[config.mk]
export PLATFORM = sky130hd
export DESIGN_NAME = emu_scan_ctrl
export DESIGN_NICKNAME = d
export VERILOG_FILES = /design/src/rtl/emu_scan_ctrl.sv
export SDC_FILE = /design/constraint.sdc
export NUM_CORES = 1
export LEC_CHECK = 0
export CAP_MARGIN = 30
export CORE_AREA = 3 3 155 157
export CTS_CLUSTER_SIZE = 8
export DETAILED_ROUTE_END_ITERATION = 16
export DIE_AREA = 0 0 158 160
export DONT_BUFFER_PORTS = 1
export SLEW_MARGIN = 15
export SYNTH_ARGS = -nofsm -noshare
export SYNTH_HDL_FRONTEND = slang
export SYNTH_SLANG_ARGS = --single-unit
[constraint.sdc]
create_clock -name clk -period 2.1 [get_ports clk]
set_input_delay 0.315 -clock clk [delete_from_list [all_inputs] [get_ports clk]]
set_output_delay 0.315 -clock clk [all_outputs]
set_load 0.03 [all_outputs]
[src/rtl/emu_scan_ctrl.sv]
// ============================================================================
//  Module      : emu_scan_ctrl
//  Description : Checkpoint sequencer for the emulated DUT's scan chains.
//                A host save/load command pauses the DUT clocks, then shifts
//                the FF chain followed by the RAM chain, one word per
//                transfer. Save streams words out and loops the FF chain
//                back onto itself, so DUT state is left intact. Load streams
//                host words into the chains.
//
//  Ports       : clk, rst              - host clock, sync active-high reset
//                host_pause / pause    - host run/pause request, DUT pause
//                                        (clock gate: EN = !pause || se)
//                cmd_valid/ready/load  - command handshake (0 save, 1 load)
//                done                  - one-cycle completion pulse
//                in_valid/ready/data   - load stream from host
//                out_valid/ready/data  - save stream to host
//                emu_ff_se/di/do       - FF scan chain
//                emu_ram_se/sd/di/do   - RAM scan chain (sd = 1 for load)
//
//  Build option: EMU_SCAN_CTRL_RAM_EN
//                defined   - FF phase is followed by a RAM phase
//                undefined - FF phase goes straight to DONE; RAM scan
//                            outputs are tied low and emu_ram_do is ignored
//
//  Revision    : 1.0 - initial release
// ============================================================================
`default_nettype none

module emu_scan_ctrl #(
    parameter int DATA_WIDTH = 64,
    parameter int FF_WORDS   = 16,
    parameter int RAM_WORDS  = 32
) (
    input  logic                  clk,
    input  logic                  rst,

    input  logic                  host_pause,
    output logic                  pause,

    input  logic                  cmd_valid,
    output logic                  cmd_ready,
    input  logic                  cmd_load,
    output logic                  done,

    input  logic                  in_valid,
    output logic                  in_ready,
    input  logic [DATA_WIDTH-1:0] in_data,

    output logic                  out_valid,
    input  logic                  out_ready,
    output logic [DATA_WIDTH-1:0] out_data,

    output logic                  emu_ff_se,
    output logic [DATA_WIDTH-1:0] emu_ff_di,
    input  logic [DATA_WIDTH-1:0] emu_ff_do,

    output logic                  emu_ram_se,
    output logic                  emu_ram_sd,
    output logic [DATA_WIDTH-1:0] emu_ram_di,
    input  logic [DATA_WIDTH-1:0] emu_ram_do
);

    // ------------------------------------------------------------------------
    // Constants
    // ------------------------------------------------------------------------
    localparam int c_MAX_WORDS = (FF_WORDS > RAM_WORDS) ? FF_WORDS : RAM_WORDS;
    localparam int c_CNT_W     = $clog2(c_MAX_WORDS + 1);

    // Counter value at which the current transfer is the last of its phase.
    localparam logic [c_CNT_W-1:0] c_FF_LAST  = c_CNT_W'(FF_WORDS - 1);
`ifdef EMU_SCAN_CTRL_RAM_EN
    localparam logic [c_CNT_W-1:0] c_RAM_LAST = c_CNT_W'(RAM_WORDS - 1);
`endif

    localparam logic [2:0] c_ST_IDLE   = 3'd0;
    localparam logic [2:0] c_ST_SETTLE = 3'd1;
    localparam logic [2:0] c_ST_FF     = 3'd2;
    localparam logic [2:0] c_ST_RAM    = 3'd3;
    localparam logic [2:0] c_ST_DONE   = 3'd4;

    // ------------------------------------------------------------------------
    // State
    // ------------------------------------------------------------------------
    logic [2:0]         r_state;
    logic               r_mode;     // latched cmd_load: 0 save, 1 load
    logic [c_CNT_W-1:0] r_cnt;      // words shifted in the current phase

    logic [2:0]         w_state_nx;
    logic               w_mode_nx;
    logic [c_CNT_W-1:0] w_cnt_nx;

    // ------------------------------------------------------------------------
    // Phase decode and transfer qualification
    // ------------------------------------------------------------------------
    logic w_ff_phase;
    logic w_ram_phase;
    logic w_xfer_phase;
    logic w_xfer;

    assign w_ff_phase   = (r_state == c_ST_FF);
    assign w_ram_phase  = (r_state == c_ST_RAM);
    assign w_xfer_phase = w_ff_phase | w_ram_phase;

    // A transfer happens on any shift-phase cycle where the host side of the
    // active stream is able to move a word. A stalled cycle leaves SE low so
    // the chain holds and the counter does not advance.
    assign w_xfer = w_xfer_phase & (r_mode ? in_valid : out_ready);

    // ------------------------------------------------------------------------
    // Next-state logic
    // ------------------------------------------------------------------------
    always_comb begin
        w_state_nx = r_state;
        w_mode_nx  = r_mode;
        w_cnt_nx   = r_cnt;

        case (r_state)
            c_ST_IDLE: begin
                // cmd_ready is high throughout IDLE, so valid alone accepts.
                if (cmd_valid) begin
                    w_mode_nx  = cmd_load;
                    w_cnt_nx   = '0;
                    w_state_nx = c_ST_SETTLE;
                end
            end

            c_ST_SETTLE: begin
                // One cycle with pause high and SE low so the DUT clock gates
                // close before the first shift.
                w_state_nx = c_ST_FF;
            end

            c_ST_FF: begin
                if (w_xfer) begin
                    if (r_cnt == c_FF_LAST) begin
                        w_cnt_nx   = '0;
`ifdef EMU_SCAN_CTRL_RAM_EN
                        w_state_nx = c_ST_RAM;
`else
                        w_state_nx = c_ST_DONE;
`endif
                    end else begin
                        w_cnt_nx = r_cnt + c_CNT_W'(1);
                    end
                end
            end

            c_ST_RAM: begin
`ifdef EMU_SCAN_CTRL_RAM_EN
                if (w_xfer) begin
                    if (r_cnt == c_RAM_LAST) begin
                        w_cnt_nx   = '0;
                        w_state_nx = c_ST_DONE;
                    end else begin
                        w_cnt_nx = r_cnt + c_CNT_W'(1);
                    end
                end
`else
                // Unreachable without a RAM phase; recover to IDLE.
                w_cnt_nx   = '0;
                w_state_nx = c_ST_IDLE;
`endif
            end

            c_ST_DONE: begin
                w_state_nx = c_ST_IDLE;
            end

            default: begin
                w_cnt_nx   = '0;
                w_state_nx = c_ST_IDLE;
            end
        endcase
    end

    always_ff @(posedge clk) begin
        if (rst) begin
            r_state <= c_ST_IDLE;
            r_mode  <= 1'b0;
            r_cnt   <= '0;
        end else begin
            r_state <= w_state_nx;
            r_mode  <= w_mode_nx;
            r_cnt   <= w_cnt_nx;
        end
    end

    // ------------------------------------------------------------------------
    // Control outputs: decodes of registered state
    // ------------------------------------------------------------------------
    // host_pause only passes through while idle; once a sequence starts the
    // DUT stays paused regardless of what the host does.
    assign pause     = (r_state != c_ST_IDLE) | host_pause;
    assign cmd_ready = (r_state == c_ST_IDLE);
    assign done      = (r_state == c_ST_DONE);
    assign out_valid = w_xfer_phase & ~r_mode;
    assign in_ready  = w_xfer_phase &  r_mode;

    // ------------------------------------------------------------------------
    // FF chain datapath
    // ------------------------------------------------------------------------
    // Save feeds the chain's own output back in, so after FF_WORDS shifts the
    // chain is rotated a full turn and holds its original contents.
    assign emu_ff_se = w_ff_phase & w_xfer;
    assign emu_ff_di = w_ff_phase ? (r_mode ? in_data : emu_ff_do)
                                  : {DATA_WIDTH{1'b0}};

    // ------------------------------------------------------------------------
    // RAM chain datapath and save stream mux
    // ------------------------------------------------------------------------
`ifdef EMU_SCAN_CTRL_RAM_EN
    assign emu_ram_se = w_ram_phase & w_xfer;
    assign emu_ram_sd = w_ram_phase & r_mode;
    assign emu_ram_di = w_ram_phase ? (r_mode ? in_data : emu_ram_do)
                                    : {DATA_WIDTH{1'b0}};

    always_comb begin
        out_data = {DATA_WIDTH{1'b0}};
        if (!r_mode) begin
            if (w_ff_phase) begin
                out_data = emu_ff_do;
            end else if (w_ram_phase) begin
                out_data = emu_ram_do;
            end
        end
    end
`else
    logic w_unused_ram;

    // RAM chain is not sequenced in this build; its read data is discarded.
    assign w_unused_ram = (^emu_ram_do) ^ w_ram_phase;

    assign emu_ram_se = 1'b0;
    assign emu_ram_sd = 1'b0;
    assign emu_ram_di = {DATA_WIDTH{1'b0}};

    always_comb begin
        out_data = {DATA_WIDTH{1'b0}};
        if (!r_mode && w_ff_phase) begin
            out_data = emu_ff_do;
        end
    end
`endif

endmodule

`default_nettype wire

# Yosys cells after proc, flatten, opt, wreduce, memory -nomap -nowiden
# Cells that the tools add are included.
[word_totals]
output_inout_bits = 200
word_cells = 40
memories = 0
ram_bits = 0
romBits = 0
latch_bits = 0
regBits = 10
[op_classes]
div = 0
reduce_logical = 8
n_lt_le_gt_ge = 0
eq_ne = 8
n_addsub = 1
mul = 0
n_bitwise = 8
mux = 12
shift = 0
[op_table]
columns = ["op", "count"]
rows = [
  ["64-bit two-way mux", 3],
  ["6-bit two-way mux", 3],
  ["6-bit case mux with 3 select lines", 1],
  ["3-bit two-way mux", 3],
  ["3-bit case mux with 3 select lines", 1],
  ["6-bit by 1-bit adder with 6-bit output (second input constant)", 1],
  ["3-bit by 2-bit equality test with 1-bit output (second input constant)", 2],
  ["6-bit by 4-bit equality test with 1-bit output (second input constant)", 1],
  ["3-bit AND reduction", 2],
  ["1-bit bitwise AND", 4],
  ["2-bit by 1-bit != test with 1-bit output (second input constant)", 2],
  ["3-bit by 1-bit equality test with 1-bit output (second input constant)", 1],
  ["3-bit equality test (second input constant)", 1],
  ["3-bit zero test", 1],
  ["3-bit nonzero test", 1],
  ["2-bit != test (second input constant)", 1],
  ["1-bit NOT", 2],
  ["1-bit OR", 2],
  ["2-bit AND reduction", 1],
  ["2-bit OR reduction", 1],
  ["1-bit logical AND", 1],
  ["1-bit zero test", 1],
  ["1-bit two-way mux", 1],
]

# Longest topological paths before layout
[logic_depth]
ltp_word = 5
ltp_mapped = 7

# Worst setup path after synthesis
# No wires, ideal clock.
[synth_timing]
path_kind = "register to output"
from = "register r_mode"
to = "output in_ready"
path_stages_with_launch = 5
t_arrival_ns = 1.930
t_required_ns = 1.785
slack_ns = -0.145
path_cell_list = "dfxtp_1 clkbuf_1 buf_2 buf_1 nor3b_1"
[synth_via]
elab_chain_cells = 1
[synth_lines]
columns = ["item", "line", "text"]
rows = [
  ["start: declaration", "85", "logic r_mode;"],
  ["start signal: assignment", "183", "r_mode <= w_mode_nx;"],
  ["1-bit bitwise AND", "197", "assign in_ready = w_xfer_phase & r_mode;"],
  ["end: declaration", "46", "output logic in_ready,"],
]
# Every way passes these cells.

# Worst setup path in the final report
[layout_timing]
from = "register r_state[0]"
to = "output out_data[13]"
[layout_via]
elab_chain_cells = 3
[layout_lines]
columns = ["item", "line", "text"]
rows = [
  ["start: declaration", "84", "logic [2:0] r_state;"],
  ["start signal: assignment", "178", "r_state <= c_ST_IDLE;"],
  ["start signal: assignment", "182", "r_state <= w_state_nx;"],
  ["3-bit by 2-bit equality test with 1-bit output", "100", "assign w_ff_phase = (r_state == c_ST_FF);"],
  ["1-bit logical AND", "239", "if (!r_mode && w_ff_phase) begin"],
  ["64-bit two-way mux", "239", ""],
  ["end: declaration", "51", "output logic [DATA_WIDTH-1:0] out_data,"],
]
# Every way passes these cells.

==> load_flow_metrics.sql <==
INSERT INTO impl_metrics (metric_group, metric, value, unit) VALUES
('timing', 'finalHoldViolations', '0', ''),
('global_routing', 'globalRouteOverflowTotal', '0', ''),
('synthesis', 'synthesis.area', '0.002432', 'mm^2'),
('run', 'maxCapViolations', '0', ''),
('die', 'ports', '399', ''),
('critical_path', 'critPathCaptureType', 'output port', ''),
('critical_path', 'worstSetupStartpoint', 'r_state[0]', ''),
('critical_path', 'cp_data_required_time', '1.78', 'ns'),
('power_and_ir_drop', 'power_frac_clock', '23.2', '%'),
('detailed_routing', 'post_drt_wl_per_cell', '14.86', 'um'),
('clock_tree', 'cts_buffer_depth', '2', ''),
('critical_path', 'cp_arrival', '1.75', 'ns'),
('critical_path', 'critical_path.max_fanout', '8', ''),
('synthesis', 'ys_top_cells_by_area', 'mux2i_1 (27%), buf_4 (20%), and2_1 (16%)', ''),
('cells_and_area', 'finalNetCount', '680', ''),
('synthesis', 'synthesis.area_per_instance', '6.989', 'um^2'),
('synthesis', 'syn-instance-count', '348', ''),
('synthesis', 'synth.lib_cells_used.distinct', '31', ''),
('critical_path', 'cp-start-kind', 'flip-flop', ''),
('min_path', 'hold_path.startpoint', 'rst', ''),
('clock_tree', 'cts.sink_count', '10', ''),
('clock_tree', 'clkLatencyLatePin', '0.24', 'ns'),
('power_and_ir_drop', 'sw_frac_of_total', '45.25', '%'),
('clock_tree', 'tritoncts', 'built', ''),
('critical_path', 'r2r_cells', '6', ''),
('detailed_routing', 'dr_total_vias', '2724', ''),
('clock_tree', 'cts_buffer_count', '3', ''),
('global_routing', 'grt_max_degree', '53', ''),
('timing', 'max_freq', '484.1', 'MHz'),
('detailed_routing', 'first_iter_violations', '96', ''),
('min_path', 'hp-class', 'in2reg', ''),
('detailed_routing', 'routed_wl', '11.37', 'mm'),
('power_and_ir_drop', 'p_switching', '735.1', 'uW'),
('die', 'starting_density_of_the_core', '10.74', '%'),
('detailed_routing', 'antenna_left', '0', ''),
('timing', 'worst_skew', '0.0006218', 'ns'),
('detailed_routing', 'route.detailed.vias_per_inst', '3.561', ''),
('critical_path', 'critical_path.reg2reg.endpoint', 'r_cnt[3]', ''),
('cells_and_area', 'final_layout_size_suffix_gt1_share', '44.05', '%'),
('timing', 'final_worst_hold_slack', '0.1365', 'ns'),
('synthesis', 'synth.largest_area_cell', 'mux2i_1', ''),
('synthesis', 'synth_seq_cells', '10', ''),
('cells_and_area', 'syn_to_final_growth', '82.77', '%'),
('timing', 'number_of_slew_limit_violations_in_the_final_report', '0', ''),
('place', 'place_inst', '751', ''),
('min_path', 'min_to', 'r_mode', ''),
('timing', 'post-route-period-util', '98.37', '%'),
('place', 'io_buffer_count', '0', ''),
('die', 'chipHeight', '160', 'um'),
('global_routing', 'global_route.usage.total', '6.667', '%'),
('power_and_ir_drop', 'p_seq_share', '12.6', '%'),
('clock_tree', 'number_of_levels_the_h_tree_was_split_into', '1', ''),
('die', 'std_cell_rows', '55', ''),
('power_and_ir_drop', 'part_of_the_total_power_dissipated_in_combinational_logic', '64.2', '%'),
('die', 'die-area', '0.02528', 'mm^2'),
('die', 'die_x', '158', 'um'),
('timing', 'final-setup-viol-count', '0', ''),
('power_and_ir_drop', 'p_per_area', '365.4', 'mW/mm^2'),
('die', 'floorplan.core_area', '0.02264', 'mm^2'),
('timing', 'post-route-min-period', '2.066', 'ns'),
('place', 'place.detailed.hpwl', '8.436', 'mm'),
('detailed_routing', 'remaining_drc_errors', '0', ''),
('cells_and_area', 'finalNonFillerCells', '765', ''),
('timing', 'setup_repair_after_global_routing_missed_its_margin', 'true', ''),
('critical_path', 'crit-reg2reg-launch', 'r_state[0]', ''),
('min_path', 'hold_path_depth', '1', ''),
('global_routing', 'grt_pass1_wl', '13.65', 'mm'),
('status', 'status', 'finished clean', ''),
('detailed_routing', 'drt_first_pass_iters', '5', ''),
('critical_path', 'worst-setup-path-type', 'reg2out', ''),
('clock_tree', 'ctsRootBufferMaster', 'clkbuf_16', '');
-- repair_timing --
action | in CTS | in global routing
resized for setup | 1 | 59
cloned | 0 | 7
buffers inserted | 0 | 2
hold buffers | 0 | 0
pin swaps | 0 | 19
setup endpoints to repair | 1 | 45
-- critical path: stages (launching register included) --
cell and delay, ns:
dfxtp_1 0.30, or3b_4 0.44, nor2_4 0.15, buf_12 0.16, clkbuf_16 0.17, and2_4 0.15
buf_6 0.12
-- per-layer routing --
| metal | wire length (um) | vias up | GRT usage (%) |
|---|---|---|---|
| met5 | 0 | - | 0 |
| met3 | 951 | 7 | 1.220 |
| met4 | 61 | 0 | 0.8213 |
| met1 | 4330 | 1265 | 7.538 |
| met2 | 6022 | 180 | 13.10 |
| li1 | - | 1272 | - |
-- power by group through the flow --
stage               Sequential [uW]  Clock (uW)  Combinational [uW]
floorplan                       201           0                 727
global placement                207           0                 936
detailed placement              208           0                 945
CTS                             205         392                 947
global route                    206         399                1100
finish                          205         377                1040
-- synth_stat cells, drive strengths merged --
master and n:
nand3 3, nand2 3, nand2b 3, o21ai 2, buf 73, dfxtp 10, a211oi 2, nor3 5
or3 2, or4 1, and2 64, mux2 1, mux2i 65, inv 3, or3b 1, nor3b 3
nor2 71, a21oi 4, and3 3, o31ai 4, ha 1, conb 1, o311ai 3, a31oi 1
a311oi 1, clkbuf 18
-- worst max path at each step --
stage / depth (start not counted) / slack [ns] / end
final: 6 / 0.03 / out_data[13]
after global routing: 6 / -0.03 / out_data[36]
after CTS: 5 / 0.005 / out_data[1]
after detailed placement: 5 / 0.25 / out_data[25]
after global placement: 5 / 0.27 / out_data[25]
after floorplan: 6 / 0.02 / out_data[10]
-- registers in the layout, indices dropped and copies added (netlist names) --
| register | flops |
|---|---|
| r_cnt | 6 |
| r_state | 3 |
| r_mode | 1 |
-- cells by family (layout without fill, tap and decap cells) --
group | count (synthesis) | after routing | synth area share [%]
and+or+nand+nor | 159 | 159 | 33.69
buffers and inverters | 94 | 160 | 25.41
muxes | 66 | 66 | 27.21
AOI/OAI and AO/OA | 17 | 17 | 4.784
DFF | 10 | 10 | 8.230
adders and majority gates | 1 | 1 | 0.5143
other | 1 | 67 | 0.1542
-- area by class of cell --
type                       count  area (um^2)  area share, %
sequential                    10        205.2          4.616
clock buffer                   4        88.84          1.998
antenna                        1        2.502        0.05629
tap                          285        356.6          8.021
inverter                       3        11.26         0.2533
multi-input combinational    309         1988          44.72
timing repair buffer         153         1793          40.33
-- through the flow --
| stage | TNS, ns | cell area, um^2 | power (uW) | worst slack (ns) | util (%) |
|---|---|---|---|---|---|
| floorplan | 0 | 2681 | 928.1 | 0.01857 | - |
| CTS | 0 | 4118 | 1544 | 0.005342 | 18.19 |
| detailed placement | 0 | 4026 | 1153 | 0.2494 | 17.78 |
| global route | -0.4491 | 4443 | 1703 | -0.02598 | 19.62 |
| finish | 0 | 4446 | 1624 | 0.03422 | 19.64 |
| global placement | 0 | 4026 | 1143 | 0.2717 | 17.78 |
-- layout by cell type (no fill, tap or decap), types with 4 or more instances in the layout --
| cell | instances |
|---|---|
| buf_12 | 42 |
| and2_1 | 19 |
| mux2i_1 | 65 |
| conb_1 | 66 |
| clkbuf_16 | 7 |
| and2_4 | 45 |
| o31ai_1 | 4 |
| nor2_1 | 69 |
| dfxtp_1 | 8 |
| buf_4 | 95 |
| buf_6 | 11 |
| a21oi_1 | 4 |
| nor3_1 | 5 |
Power figures use the tool's default switching activity.
